--- src/rtl/pic_irr_priority.sv ---
// pic_irr_priority: IR synchronisers, IRR latch (edge/level), priority
// resolver with rotation, two-pulse INTA sequencer and EOI handling for an
// 8259-style PIC.
// Optional feature macro: PIC_SPECIAL_MASK_EN (special mask mode via smm).
module pic_irr_priority #(
   parameter int unsigned SYNC_STAGES = 2
) (
   input  logic       clk,
   input  logic       rst_n,
   input  logic [7:0] ir,
   input  logic       ltim,
   input  logic [7:0] mask,
   input  logic       aeoi,
   input  logic       rot,
   input  logic       eoi,
   input  logic       eoi_spec,
   input  logic [2:0] eoi_lvl,
   input  logic       setpri,
   input  logic       smm,
   input  logic       inta_n,
   output logic [7:0] irr,
   output logic [7:0] isr,
   output logic       int_req,
   output logic [2:0] vec_lvl,
   output logic       ack_busy
);

   typedef enum logic [0:0] {ST_IDLE, ST_ACK1} ack_state_e;

   logic [7:0]             ir_sync_q [SYNC_STAGES];
   logic [7:0]             ir_sync_d [SYNC_STAGES];
   logic [SYNC_STAGES-1:0] inta_sync_q, inta_sync_d;
   logic [7:0]             ir_prev_q, ir_prev_d;
   logic                   inta_prev_q, inta_prev_d;
   logic [7:0]             irr_q, irr_d;
   logic [7:0]             isr_q, isr_d;
   logic                   int_req_q, int_req_d;
   logic [2:0]             vec_lvl_q, vec_lvl_d;
   logic [2:0]             lowest_q, lowest_d;
   ack_state_e             state_q, state_d;

   logic [7:0] ir_s, ir_rise;
   logic       inta_s, inta_fall;
   logic       smm_act;
   logic [7:0] cand_vec, eoi_vec, isr_set;
   logic [3:0] cand_rank, isr_rank, eoi_rank;
   logic [2:0] cand_lvl, eoi_ns_lvl;

`ifdef PIC_SPECIAL_MASK_EN
   assign smm_act = smm;
`else
   assign smm_act = smm & 1'b0;
`endif

   // Rank of the highest-priority set bit (0 = highest), 8 when none set.
   // Rank 0 is level (low+1) mod 8, descending cyclically from there.
   function automatic logic [3:0] pri_rank(input logic [7:0] v, input logic [2:0] low);
      logic [2:0] idx;
      pri_rank = 4'd8;
      for (int unsigned i = 8; i > 0; i--) begin
         idx = low + 3'd1 + 3'(i - 1);
         if (v[idx]) pri_rank = 4'(i - 1);
      end
   endfunction

   function automatic logic [2:0] rank_lvl(input logic [2:0] rank, input logic [2:0] low);
      rank_lvl = low + 3'd1 + rank;
   endfunction

   // Synchroniser chains: index 0 samples the raw input.
   always_comb begin
      ir_sync_d[0] = ir;
      for (int unsigned i = 1; i < SYNC_STAGES; i++) ir_sync_d[i] = ir_sync_q[i-1];
      inta_sync_d = {inta_sync_q[SYNC_STAGES-2:0], inta_n};
      ir_s        = ir_sync_q[SYNC_STAGES-1];
      inta_s      = inta_sync_q[SYNC_STAGES-1];
      ir_prev_d   = ir_s;
      inta_prev_d = inta_s;
      ir_rise     = ir_s & ~ir_prev_q;
      inta_fall   = ~inta_s & inta_prev_q;
   end

   // Priority resolution on the registered (pre-update) state.
   always_comb begin
      cand_vec   = smm_act ? (irr_q & ~mask & ~isr_q) : (irr_q & ~mask);
      eoi_vec    = smm_act ? (isr_q & ~mask) : isr_q;
      cand_rank  = pri_rank(cand_vec, lowest_q);
      isr_rank   = pri_rank(isr_q, lowest_q);
      eoi_rank   = pri_rank(eoi_vec, lowest_q);
      cand_lvl   = rank_lvl(cand_rank[2:0], lowest_q);
      eoi_ns_lvl = rank_lvl(eoi_rank[2:0], lowest_q);
      int_req_d  = !cand_rank[3] && (smm_act || (cand_rank < isr_rank));
   end

   // IRR/ISR update and INTA sequencing.
   // Ordering: EOI/AEOI clear, then setpri, then the INTA ISR set last so it wins.
   always_comb begin
      irr_d     = ltim ? ir_s : ((irr_q | ir_rise) & ir_s);
      isr_d     = isr_q;
      isr_set   = '0;
      lowest_d  = lowest_q;
      vec_lvl_d = vec_lvl_q;
      state_d   = state_q;
      if (eoi) begin
         if (eoi_spec) begin
            isr_d[eoi_lvl] = 1'b0;
            if (rot) lowest_d = eoi_lvl;
         end else if (!eoi_rank[3]) begin
            isr_d[eoi_ns_lvl] = 1'b0;
            if (rot) lowest_d = eoi_ns_lvl;
         end
      end
      case (state_q)
         ST_IDLE: begin
            if (inta_fall) begin
               state_d = ST_ACK1;
               if (!cand_rank[3]) begin
                  isr_set[cand_lvl] = 1'b1;
                  vec_lvl_d         = cand_lvl;
                  if (!ltim) irr_d[cand_lvl] = 1'b0;
               end else begin
                  vec_lvl_d = 3'd7;
               end
            end
         end
         ST_ACK1: begin
            if (inta_fall) begin
               state_d = ST_IDLE;
               if (aeoi) begin
                  isr_d[vec_lvl_q] = 1'b0;
                  if (rot) lowest_d = vec_lvl_q;
               end
            end
         end
         default: state_d = ST_IDLE;
      endcase
      if (setpri) lowest_d = eoi_lvl;
      isr_d = isr_d | isr_set;
   end

   // State registers with asynchronous reset.
   always_ff @(posedge clk or negedge rst_n) begin
      if (!rst_n) begin
         for (int unsigned i = 0; i < SYNC_STAGES; i++) ir_sync_q[i] <= '0;
         inta_sync_q <= '0;
         ir_prev_q   <= '0;
         inta_prev_q <= 1'b0;
         irr_q       <= '0;
         isr_q       <= '0;
         int_req_q   <= 1'b0;
         vec_lvl_q   <= 3'd7;
         lowest_q    <= 3'd7;
         state_q     <= ST_IDLE;
      end else begin
         for (int unsigned i = 0; i < SYNC_STAGES; i++) ir_sync_q[i] <= ir_sync_d[i];
         inta_sync_q <= inta_sync_d;
         ir_prev_q   <= ir_prev_d;
         inta_prev_q <= inta_prev_d;
         irr_q       <= irr_d;
         isr_q       <= isr_d;
         int_req_q   <= int_req_d;
         vec_lvl_q   <= vec_lvl_d;
         lowest_q    <= lowest_d;
         state_q     <= state_d;
      end
   end

   assign irr      = irr_q;
   assign isr      = isr_q;
   assign int_req  = int_req_q;
   assign vec_lvl  = vec_lvl_q;
   assign ack_busy = (state_q == ST_ACK1);

endmodule

--- config.mk ---
export PLATFORM = sky130hd
export DESIGN_NAME = pic_irr_priority
export DESIGN_NICKNAME = d
export VERILOG_FILES = /design/src/rtl/pic_irr_priority.sv
export SDC_FILE = /design/constraint.sdc
export NUM_CORES = 1
export LEC_CHECK = 0
export ABC_AREA = 0
export CAP_MARGIN = 0
export CORE_UTILIZATION = 40
export CTS_BUF_LIST = sky130_fd_sc_hd__clkbuf_4 sky130_fd_sc_hd__clkbuf_8
export DETAILED_ROUTE_END_ITERATION = 12
export GPL_TIMING_DRIVEN = 1
export PLACE_DENSITY = 0.61
export SYNTH_ARGS = -nofsm -noshare
export SYNTH_HDL_FRONTEND = slang
export SYNTH_SLANG_ARGS = --single-unit
--- constraint.sdc ---
create_clock -name clk -period 5.6 [get_ports clk]
set_input_delay 0.84 -clock clk [delete_from_list [all_inputs] [get_ports clk]]
set_output_delay 0.84 -clock clk [all_outputs]
set_load 0.005 [all_outputs]
==> impl_metrics.toml <==
[worst_setup_path]
critPathBufInv = 2
crit_required_ns = 5.76
critPathSlowestCell = "xnor2_1"
cpPeakStageDelay_ns = 0.80
cp-start-kind = "register"
crit_chain = "buf_4, ha_1, xnor2_1, buf_4, nor3_1, nor3_1, o21ai_0, a32o_1, ha_1, fa_1, xnor2_1, nor2_1, a222oi_1, or3b_4, o31ai_1, o221ai_1"
worstPathArrival_ns = 5.13
path_delay_family = "XOR/XNOR gates"
cp_max_fo = 28
path_class = "reg -> reg"
crit_path_end_kind = "register"

[clock_tree]
cts-root-buf = "clkbuf_8"
clkSinkCount = 51
clkLatencyLatePin_ns = 0.30
clkSlewWorstSetupHoldPaths_ns = 0.09
numCtsBuffers = 5
cts_hold_buf = 0
cts_resized = 0
cts_tree = "built"
clock_path_buffers = 2
post-cts-setup-buffers = 0
htreeDepth = 2

[floorplan]
die_h_microns = 97.3
start_util_pct = 41.5
rows = 34
core_area_sq_mm = 0.00876
die-area_sq_mm = 0.00947
die_w_microns = 97.3
io_pins = 50

[cells_and_area]
final_common_cell = "clkdlybuf4s50_1"
layout_common_cells = "47 x clkdlybuf4s50_1, 45 x dfrtp_1, 35 x nor2_1, 35 x nand2_1, 20 x a21oi_1"
drive_gt1_share_pct = 13.7
nFillCells = 842
final_nets = 454
syn2layout_area_growth_pct = 19.2
register_area_sq_mm = 0.00128
utilization_pct = 49.4
multi_input_area_sq_mm = 0.00223
insertedDiodeCount = 0

[timing]
fin_setup_tns_ns = 0
fin_worst_skew_ns = 0.00789
finalSetupViolCount = 0
hold_viol_final = 0
timing.fmax_ghz = 0.201
fin_crit_sh_pct = 88.7
relSlewSlack_pct = 34.7
rsz0062_at_grt = "false"
min_period_ns = 4.97
slew_viol_final = 0
worstMarginPinSlew_ns = 0.973

[detailed_routing]
first_pass_iters = 5
drc_errors = 0
wl_per_cell_microns = 17.6
drt-initial-drc-count = 172
wl_microns = 9240
ant_nets = 0
num_vias = 3127
vias_per_cell = 5.97

[place]
gp_congestion = 0.853
port_buffers = 48
dp_hpwl_microns = 7160

[logic_synthesis]
async_flop_share_pct = 100
ys_seq_elements = 51
yosysSeqAreaShare_pct = 35.3
syn-num-nets = 403
netlist_instances = 364
yosysUniqueCellTypes = 61
synthFlopType = "dfrtp_1"
ys_warn_count = 0
syn_area_sq_mm = 0.00363
synth.avg_cell_area_sq_um = 9.99
synth-edff-count = 0

[power_and_ir_drop]
seq_power_share_pct = 29.5
finalPower_uw = 1810
swShare_pct = 43.2
combinationalPowerShare_pct = 58.6
pwr_density_cell_mw_per_mm2 = 418
p_sw_uw = 781
internal-power_uw = 1030
peakVddDrop_v = 0.000220
clkPwrFrac_pct = 11.9
p_leak_uw = 0.00168

[status]
status = "finished, final reports clean"

[grt]
grt_pass1_vias = 3066
grt_usage_pct = 20.3
overflow = 0
grt_max_degree = 52
grt_pass1_wl_microns = 15500
antenna_found_initial = 0

[min_path]
hold_class = "reg -> reg"

[flow_run]
drv_cap = 0
layout make-up:
cell class                      instances  area share (%)
Multi-Input combinational cell        288            51.4
Sequential cell                        51            29.6
Timing Repair Buffer                   58            12.7
Tap cell                              108            3.12
Clock buffer                            6            1.76
Inverter                               11           0.953
Clock inverter                          2           0.404
metrics by stage:
step                instance area [sq um]  instances  hold WS [ns]  setup slack (ns)
CTS                                  4330        524         0.359             0.631
global placement                     4240        516         0.332             0.709
global route                         4330        524         0.362             0.275
detailed placement                   4240        516         0.336             0.661
finish                               4330        524         0.354             0.632
floorplan                            3630        364         0.331             0.798
flip-flops by register name (all words and copies together), names as in the netlist, 2 cells and up:
register and count:
inta_sync_q 2, isr 8, ir_prev_q 8, vec_lvl 3, ir_prev_d 8, ir_sync_d 8, irr 8, lowest_q 3
synthesized netlist by cell type (3+ instances only):
master / count / share of area (%)
a211oi_1: 4 / 0.83
a21o_1: 3 / 0.62
a21oi_1: 20 / 2.8
a31oi_1: 11 / 1.9
and2_1: 7 / 1.2
clkbuf_1: 7 / 0.72
dfrtp_1: 45 / 31
dfstp_2: 6 / 4.3
ha_1: 8 / 2.8
inv_1: 9 / 0.93
mux2_2: 6 / 1.9
mux2i_1: 13 / 3.6
mux4_1: 4 / 2.9
mux4_2: 13 / 8.1
nand2_1: 35 / 3.6
nand2b_1: 12 / 2.1
nand3_1: 3 / 0.41
nand3b_1: 6 / 1.2
nand4_1: 4 / 0.69
nor2_1: 35 / 3.6
nor2b_1: 5 / 0.86
nor3_1: 9 / 1.2
nor3b_1: 3 / 0.62
o21ai_0: 16 / 2.2
o221ai_1: 9 / 2.2
o31ai_1: 12 / 2.5
or3b_2: 6 / 1.4
xnor2_1: 6 / 1.4
worst paths after layout:
check	cells past startpoint	to	slack [ns]	start
setup reg to reg	16	isr[1]	0.63	lowest_q[0]
hold / removal	0	ir_prev_d[0]	0.35	ir_sync_d[0]
max in group asynchronous	2	isr[7]	4.54	rst_n
hold reg to reg	0	ir_prev_d[0]	0.35	ir_sync_d[0]
setup / recovery	16	isr[1]	0.63	lowest_q[0]
min in group asynchronous	2	ir_sync_d[4]	0.63	rst_n
routing by layer:
layer / global-route usage, % / routed length, microns / up-vias
met1: 29.2 / 4180 / 1538
met5: 0 / 0 / -
met4: 5.54 / 127 / 0
li1: - / - / 1493
met2: 32.4 / 4440 / 86
met3: 2.59 / 494 / 10
worst reg2reg max path, cell delays in order, from the launching register on:
cell and delay (ns):
dfstp_2 0.38, buf_4 0.22, ha_1 0.31, xnor2_1 0.80
buf_4 0.31, nor3_1 0.06, nor3_1 0.18, o21ai_0 0.12
a32o_1 0.30, ha_1 0.20, fa_1 0.47, xnor2_1 0.31
nor2_1 0.07, a222oi_1 0.26, or3b_4 0.46, o31ai_1 0.22
o221ai_1 0.15
power groups by stage:
stage               sequential (uW)  clock [uW]  combinational, uW
floorplan                       502           0                756
global placement                536           0               1050
detailed placement              539           0               1050
CTS                             531         226               1060
global route                    544         240               1160
finish                          533         216               1060
logic make-up after synthesis:
group           synth area share (%)
mux                             17.6
fa+ha+maj                       3.86
compound gates                  17.7
xor+xnor                        2.55
buf+inv                         3.41
simple gates                    19.6
flops                           35.3
Power figures use the tool's default switching activity.
